## src/rtl/axi_arb_pkg.sv

```systemverilog
// Shared types for the AXI read/write arbiters: master count, master index, FSM states.
package axi_arb_pkg;

    localparam int NUM_M = 4;

    typedef logic [1:0] mst_idx_t;

    typedef enum logic [1:0] {
        IDLE = 2'd0,
        ADDR = 2'd1,
        DATA = 2'd2
    } arb_state_t;

    // One-hot grant vector for a master index.
    function automatic logic [NUM_M-1:0] idx_to_onehot(input mst_idx_t idx);
        return 4'b0001 << idx;
    endfunction

endpackage

```

## src/rtl/rr_pick4.sv

```systemverilog
// Round-robin picker: first set request bit scanning circularly from ptr.
module rr_pick4
    import axi_arb_pkg::*;
(
    input  logic [3:0] req,
    input  mst_idx_t   ptr,
    output logic       found,
    output mst_idx_t   win
);

    mst_idx_t idx_s;

    // Circular scan ptr, ptr+1, ... keeping the first hit.
    always_comb begin
        found = 1'b0;
        win   = ptr;
        idx_s = ptr;
        for (int k = 0; k < NUM_M; k++) begin
            idx_s = ptr + mst_idx_t'(k);
            if (!found && req[idx_s]) begin
                found = 1'b1;
                win   = idx_s;
            end else begin
                found = found;
            end
        end
    end

endmodule

```

## src/rtl/axi_arbiter_rd.sv

```systemverilog
// Round-robin read-channel arbiter for 4 masters; grant spans AR handshake through RLAST,
// with a watchdog that reclaims the bus from stalled bursts.
module axi_arbiter_rd
    import axi_arb_pkg::*;
#(
    parameter int TIMEOUT_CYC = 256,
    parameter int CNT_W       = 9
) (
    input  logic       ACLK,
    input  logic       ARESET,
    input  logic       m0_ARVALID,
    input  logic       m1_ARVALID,
    input  logic       m2_ARVALID,
    input  logic       m3_ARVALID,
    input  logic       m0_RREADY,
    input  logic       m1_RREADY,
    input  logic       m2_RREADY,
    input  logic       m3_RREADY,
    input  logic       ARREADY,
    input  logic       RVALID,
    input  logic       RLAST,
    output logic       m0_rgrnt,
    output logic       m1_rgrnt,
    output logic       m2_rgrnt,
    output logic       m3_rgrnt,
    output logic [1:0] rgrnt_id,
    output logic       busy,
    output logic       timeout
);

    localparam bit               WD_EN   = (TIMEOUT_CYC != 0);
    localparam logic [CNT_W-1:0] CNT_END = CNT_W'(WD_EN ? TIMEOUT_CYC - 1 : 0);
    localparam logic [CNT_W-1:0] CNT_MAX = '1;

    arb_state_t       state_r;
    logic [3:0]       grant_r;
    mst_idx_t         id_r;
    mst_idx_t         ptr_r;
    logic             busy_r;
    logic             timeout_r;
    logic [CNT_W-1:0] cnt_r;

    logic [3:0] req_s;
    logic [3:0] rready_s;
    logic       ar_hs_s;
    logic       rbeat_s;
    logic       last_s;
    logic       progress_s;
    logic       wd_exp_s;
    logic [3:0] pick_req_s;
    mst_idx_t   pick_ptr_s;
    logic       found_s;
    mst_idx_t   win_s;

    assign req_s      = {m3_ARVALID, m2_ARVALID, m1_ARVALID, m0_ARVALID};
    assign rready_s   = {m3_RREADY, m2_RREADY, m1_RREADY, m0_RREADY};
    assign ar_hs_s    = req_s[id_r] & ARREADY;
    assign rbeat_s    = RVALID & rready_s[id_r];
    assign last_s     = rbeat_s & RLAST;
    assign progress_s = ar_hs_s | rbeat_s;
    assign wd_exp_s   = WD_EN && (cnt_r == CNT_END) && !progress_s;

    // On a last beat the next winner excludes the current master and scans from g+1.
    always_comb begin
        if (state_r == DATA) begin
            pick_req_s = req_s & ~idx_to_onehot(id_r);
            pick_ptr_s = id_r + 2'd1;
        end else begin
            pick_req_s = req_s;
            pick_ptr_s = ptr_r;
        end
    end

    rr_pick4 u_pick (
        .req   (pick_req_s),
        .ptr   (pick_ptr_s),
        .found (found_s),
        .win   (win_s)
    );

    // Arbitration FSM, watchdog counter and registered outputs.
    always_ff @(posedge ACLK or posedge ARESET) begin
        if (ARESET) begin
            state_r   <= IDLE;
            grant_r   <= 4'b0000;
            id_r      <= 2'd0;
            ptr_r     <= 2'd0;
            busy_r    <= 1'b0;
            timeout_r <= 1'b0;
            cnt_r     <= '0;
        end else begin
            timeout_r <= 1'b0;
            case (state_r)
                IDLE: begin
                    if (found_s) begin
                        grant_r <= idx_to_onehot(win_s);
                        id_r    <= win_s;
                        busy_r  <= 1'b1;
                        state_r <= ADDR;
                        cnt_r   <= '0;
                    end else begin
                        grant_r <= 4'b0000;
                        busy_r  <= 1'b0;
                    end
                end
                ADDR, DATA: begin
                    // A last beat takes precedence over a simultaneous watchdog expiry.
                    if (state_r == DATA && last_s) begin
                        ptr_r <= id_r + 2'd1;
                        cnt_r <= '0;
                        if (found_s) begin
                            grant_r <= idx_to_onehot(win_s);
                            id_r    <= win_s;
                            state_r <= ADDR;
                        end else begin
                            grant_r <= 4'b0000;
                            busy_r  <= 1'b0;
                            state_r <= IDLE;
                        end
                    end else if (wd_exp_s) begin
                        grant_r   <= 4'b0000;
                        busy_r    <= 1'b0;
                        timeout_r <= 1'b1;
                        ptr_r     <= id_r + 2'd1;
                        state_r   <= IDLE;
                        cnt_r     <= '0;
                    end else begin
                        if (state_r == ADDR && ar_hs_s) begin
                            state_r <= DATA;
                        end else begin
                            state_r <= state_r;
                        end
                        if (progress_s) begin
                            cnt_r <= '0;
                        end else if (cnt_r != CNT_MAX) begin
                            cnt_r <= cnt_r + 1'b1;
                        end else begin
                            cnt_r <= cnt_r;
                        end
                    end
                end
                default: begin
                    state_r <= IDLE;
                    grant_r <= 4'b0000;
                    busy_r  <= 1'b0;
                end
            endcase
        end
    end

    assign m0_rgrnt = grant_r[0];
    assign m1_rgrnt = grant_r[1];
    assign m2_rgrnt = grant_r[2];
    assign m3_rgrnt = grant_r[3];
    assign rgrnt_id = id_r;
    assign busy     = busy_r;
    assign timeout  = timeout_r;

endmodule

```

## config.mk

```make
export PLATFORM = sky130hd
export DESIGN_NAME = axi_arbiter_rd
export DESIGN_NICKNAME = d
export VERILOG_FILES = /design/src/rtl/axi_arb_pkg.sv /design/src/rtl/rr_pick4.sv /design/src/rtl/axi_arbiter_rd.sv
export SDC_FILE = /design/constraint.sdc
export NUM_CORES = 1
export LEC_CHECK = 0
export ABC_AREA = 0
export CELL_PAD_IN_SITES_DETAIL_PLACEMENT = 2
export CELL_PAD_IN_SITES_GLOBAL_PLACEMENT = 2
export CORE_MARGIN = 10
export CORE_UTILIZATION = 35
export DETAILED_ROUTE_END_ITERATION = 8
export GPL_ROUTABILITY_DRIVEN = 0
export PLACE_DENSITY = 0.78
export SLEW_MARGIN = 5
export SYNTH_ARGS = -nofsm -noshare
export SYNTH_HDL_FRONTEND = slang
export SYNTH_SLANG_ARGS = --single-unit
```

## constraint.sdc

```tcl
create_clock -name ACLK -period 2.9 [get_ports ACLK]
set_input_delay 0.435 -clock ACLK [delete_from_list [all_inputs] [get_ports ACLK]]
set_output_delay 0.435 -clock ACLK [all_outputs]
set_load 0.01 [all_outputs]
```

* Word level (Yosys, flattened, before mapping)
Cells that the tools add are included.
Word-level totals: register bits 21, input port bits 13, output and inout port bits 8, logic and storage cells 104
Cells by class: add/sub/neg operators 5, $lt $le $gt $ge 5, equality and inequality tests 10, shift operators 2, muxes and demuxes 50, bitwise logic cells 6, reductions and logical operators 19
Operators by type and width (count):
- $mux W9 | 5
- $mux W2 | 12
- $mux W1 | 18
- $pmux W9 S2 | 1
- $mux W4 | 4
- $lt A2 B3 Y1 const B | 5
- $bmux W1 S2 | 6
- $add A9 B1 Y9 const B | 1
- $eq A9 B8 Y1 const B | 1
- $ne A9 B9 Y1 const B | 1
- $pmux W2 S2 | 2
- $pmux W4 S2 | 1
- $reduce_and A2 Y1 | 4
- $shl A1 B2 Y4 const A | 2
- $logic_and A1 B1 Y1 | 6
- $ne A3 B3 Y1 const B | 2
- $ne A5 B5 Y1 const B | 1
- $add A2 B1 Y2 const B | 2
- $add A2 B2 Y2 const B | 2
- $and A4 B4 Y4 | 1
- $logic_not A1 Y1 | 4
- $ne A2 B2 Y1 const B | 2
- $ne A4 B4 Y1 const B | 1
- $not A4 Y4 | 1
- 9 further kinds | 12

* Logic depth before layout (Yosys ltp)
depth in word-level cells 20, mapped depth 10, gate-level depth less buffers 9

* Modules after synthesis
Synthesis repeated with hierarchy kept, for this count alone.
Second synthesis, totals: cell total of the unflattened synthesis 162, area total of the unflattened synthesis 1482.7 µm²
Modules (own cells, without submodules):
- axi_arbiter_rd | times used 1, cells an instance 146, area each 1386.3 µm², seq. area each 525.5 µm²
- rr_pick4 | times used 1, cells an instance 16, area each 96.3 µm², seq. area each 0.0 µm²

* Worst setup path after synthesis
Ideal clock, no wire load.
path kind reg2reg, start point register cnt_r[0], end point register cnt_r[2], setup time 82 ps, arrival time 2247 ps, required time 2818 ps, setup slack 571 ps, cell stages (with the launch flop) 10, cell sequence dfrtp_1 ha_1 and3_1 and3_1 and3_1 ha_1 nor4b_4 buf_4 a31oi_1 a31oi_1
Between the ends: longest elaborated chain between the ends 6, elaborated cells between the ends (all ways) 11, classes of those cells add/sub: 1; eq/ne: 3; mux: 5; reduce/logical: 2
Ends and longest elaborated chain:
- from (decl) | line axi_arbiter_rd.sv:41 | logic [CNT_W-1:0] cnt_r;
- from (signal assigned) | line axi_arbiter_rd.sv:136 | cnt_r <= cnt_r + 1'b1;
- from (signal assigned) | line axi_arbiter_rd.sv:138 | cnt_r <= cnt_r;
- $add A9 B1 Y9 | line axi_arbiter_rd.sv:136
- $mux W9 | line axi_arbiter_rd.sv:135 | end else if (cnt_r != CNT_MAX) begin
- $mux W9 | line axi_arbiter_rd.sv:133 | if (progress_s) begin
- $mux W9 | line axi_arbiter_rd.sv:120 | end else if (wd_exp_s) begin
- $mux W9 | line axi_arbiter_rd.sv:108 | if (state_r == DATA && last_s) begin
- $pmux W9 S2 | line axi_arbiter_rd.sv:93 | case (state_r)
Several ways; a longest one is shown, not always the timed one. The select of a mux whose other input is x is not followed. A chain may end at the register's enable or synchronous reset.

* Worst setup path in the final report
start point register cnt_r[0], end point register grant_r[0]
Between the ends: longest elaborated chain between the ends 3
Ends and longest elaborated chain:
- $eq A9 B8 Y1 | line axi_arbiter_rd.sv:61 | assign wd_exp_s = WD_EN && (cnt_r == CNT_END) && !progress_s;
- $logic_and A1 B1 Y1 | line axi_arbiter_rd.sv:61
- $ne A3 B3 Y1 (no line)
- to (signal assigned) | line axi_arbiter_rd.sv:96 | grant_r <= idx_to_onehot(win_s);
- to (signal assigned) | line axi_arbiter_rd.sv:112 | grant_r <= idx_to_onehot(win_s);
- to (decl) | line axi_arbiter_rd.sv:36 | logic [3:0] grant_r;
Every way passes these cells.

==> reports/results.ini <==
[run_status]
run_status = complete, no violations

[global_route]
grt_max_degree = 22
grt_first_pass_wirelength_mm = 7.74
grt_util_met3_pct = 2.06
grt_busiest_layer = met2
overflow = 0
antenna_found_initial = 0
grt_pass1_vias = 1559
gr-usage-met2_pct = 24.9
grtUsageTotal_pct = 12.6
grtUsageMet1_pct = 12.8

[place]
post-place-ws_ps = 157
port_buffers = 20
dp.cells = 227
dpl-instance-area_mm2 = 0.00181
place_hpwl_mm = 3.67

[logic_synthesis]
yosysSeqAreaShare_pct = 33.3
synth_top_area_share_pct = 33.3
synth-compound-area-share_pct = 26.0
synth_top_family_by_area = compound AO/OA/AOI/OAI gates
synth.most_common_cell = dfrtp_1
synth_area_per_cell_um2 = 9.85
yosys.area_share.xor_xnor_pct = 0
ys_async_sr_fraction_pct = 100
synth_area_leader_cell = dfrtp_1
synth.distinct_cells = 48
synth_enable_flop_cells = 0
synth-main-ff-cell = dfrtp_1
synthMuxAreaShare_pct = 8.89
synth_area_leaders = dfrtp_1 33%, ha_1 8.7%, mux2i_1 5.1%
postSynthCellCount = 160
synth.top_cells.by_count = 21 x dfrtp_1, 12 x a31oi_1, 11 x ha_1, 11 x inv_1, 10 x nand2b_1
synthSimpleGateAreaFrac_pct = 17.3
synthAdderAreaFrac_pct = 8.73
synth_warnings = 0
ys_ff_latch = 21
syn-cell-area_mm2 = 0.00158
synthesis.nets = 184

[layout]
final_util_pct = 42.7
area_growth_pct = 17.9
drive_above_1_share_pct = 11.2
stdcell_area_mm2 = 0.00186
nNetsFinal = 204
instances_no_fill = 231
fillerInstances = 470
antenna_cells = 0

[timing]
maxSlewViolCount = 0
rsz0062_at_grt = no
hold_viol_final = 0
slew_headroom_pct = 43.1
worst_slack_ps = 176
tightest_slew_ps = 852
setup_violations = 0
setup-tns-final_ps = 0
fin_crit_sh_pct = 93.9
finClkSkew_ps = 2.98
hold_ws_ps = 494
period_needed_ps = 2720
max_freq_mhz = 367

[route]
wl_mm = 4.57
vias = 1336
via_per_inst = 5.78
ant_nets = 0
wl_per_cell_um = 19.8
drc = 0
drt_iter0_markers = 46
drt-pass1-iter-count = 4

[clock_tree]
cts_made_buffers = 3
hold_buffers = 0
cts_buffer_depth = 2
clkSinkCount = 21
clk_pin_slew_ps = 80
cts_max_level = 1
ctsRootBufferMaster = clkbuf_8
clkLatencyLatePin_ps = 270
post-cts-setup-buffers = 0
cts_tree = built

[floorplan]
fp.dieW_um = 87.1
ios = 21
start_util_pct = 36.2
coreArea_mm2 = 0.00435
dieArea_mm2 = 0.00759
die_h_um = 87.1
rows = 24

[setup_path]
max_stage_delay_ps = 390
cpMostUsedCell = and3_1
critPathKind = reg2reg
crit_buf_inv = 0
cp_top_family = compound AO/OA/AOI/OAI gates
required_ps = 3060
path_cells = ha_1 -> and3_1 -> and3_1 -> and3_1 -> ha_1 -> o221ai_1 -> mux2_4 -> a221o_1 -> o31ai_1
worst_setup_path_start_kind = flip-flop
worst-r2r-setup-slack_ps = 180
end_kind = flip-flop
crit_arrival_ps = 2890
crit_slowest_cell = dfrtp_1
cp_max_fo = 12

[power_and_ir_drop]
power_mw = 1.91
leakage_nw = 0.825
power_density_mw_per_mm2 = 1030
irDropWorstVdd_uv = 527

[worst_hold_path]
min_path_type = reg2reg

[job]
maxCapViolCount = 0

-- state kept, by name, summed over array words and instances, names as in the netlist --
signal	flops
grant_r	4
busy	1
timeout	1
state_r	2
cnt_r	9
rgrnt_id	2
ptr_r	2
-- cell usage in the layout, fill, tap and decap left out, types with 2 or more instances in the layout --
master            n
nor2_1            5
dfrtp_1          21
a32o_1            3
nor3_1            4
a21boi_0          2
inv_1            11
nand2_1           7
o31ai_1           2
mux2i_1           8
and3_1            6
o22ai_1           2
a21o_1            3
ha_1             11
mux2_2            3
clkbuf_8          3
nand2b_1         10
and2_1            2
buf_4             2
or2_2             2
a211o_1           2
nand3_1           3
a21oi_1           5
a21bo_2           2
o21ai_0           2
clkdlybuf4s50_1  20
a31oi_1          12
nor2b_1           5
-- worst register-to-register path: stages (launching register included) --
cell and delay, ps:
dfrtp_1 390, ha_1 200, and3_1 200, and3_1 210, and3_1 200, ha_1 220, o221ai_1 170, mux2_4 370
a221o_1 390, o31ai_1 270
-- final timing paths --
check                                  startpoint  cells after the start                      to
max                          cnt_r[0]$_DFFE_PP0P_                      9  grant_r[0]$_DFFE_PP0P_
min reg2reg                grant_r[3]$_DFFE_PP0P_                      1  grant_r[3]$_DFFE_PP0P_
min                        grant_r[3]$_DFFE_PP0P_                      1  grant_r[3]$_DFFE_PP0P_
min in group asynchronous                  ARESET                      2  state_r[1]$_DFFE_PP0P_
max in group asynchronous                  ARESET                      2    cnt_r[2]$_DFFE_PP0P_
max reg2reg                  cnt_r[0]$_DFFE_PP0P_                      9  grant_r[0]$_DFFE_PP0P_
-- what timing repair did --
item / 4_1_cts / 5_1_grt
setup endpoints to repair: 0 / 2
hold endpoints to repair: 0 / 0
gates resized for setup: 0 / 1
-- metal layers --
| metal | part of all wire, % | vias to the layer above |
|---|---|---|
| met4 | 1.2 | 0 |
| li1 | - | 635 |
| met2 | 55 | 11 |
| met3 | 2.6 | 5 |
| met5 | 0 | - |
| met1 | 41 | 685 |
-- power by group --
| group | switching [mW] | internal [mW] | total (mW) |
|---|---|---|---|
| registers | 0.0915 | 0.381 | 0.472 |
| logic | 0.709 | 0.531 | 1.24 |
| clock network | 0.100 | 0.0982 | 0.198 |
-- layout make-up --
type	count	area [µm²]	area share (%)
clock buffer	4	45.0	2.42
timing repair buffer	22	215	11.6
tap	52	65.1	3.50
inverter	11	41.3	2.22
sequential	21	526	28.3
multi-input combinational	121	967	52.0
-- logic make-up after synthesis --
family                   Yosys count
AO/OA/AOI/OAI                     50
adder cells (fa/ha/maj)           11
buffers and inverters             18
flip-flops                        21
multiplexers                      13
AND/OR/NAND/NOR                   47
Note: power is estimated with default switching activity, not from simulation.
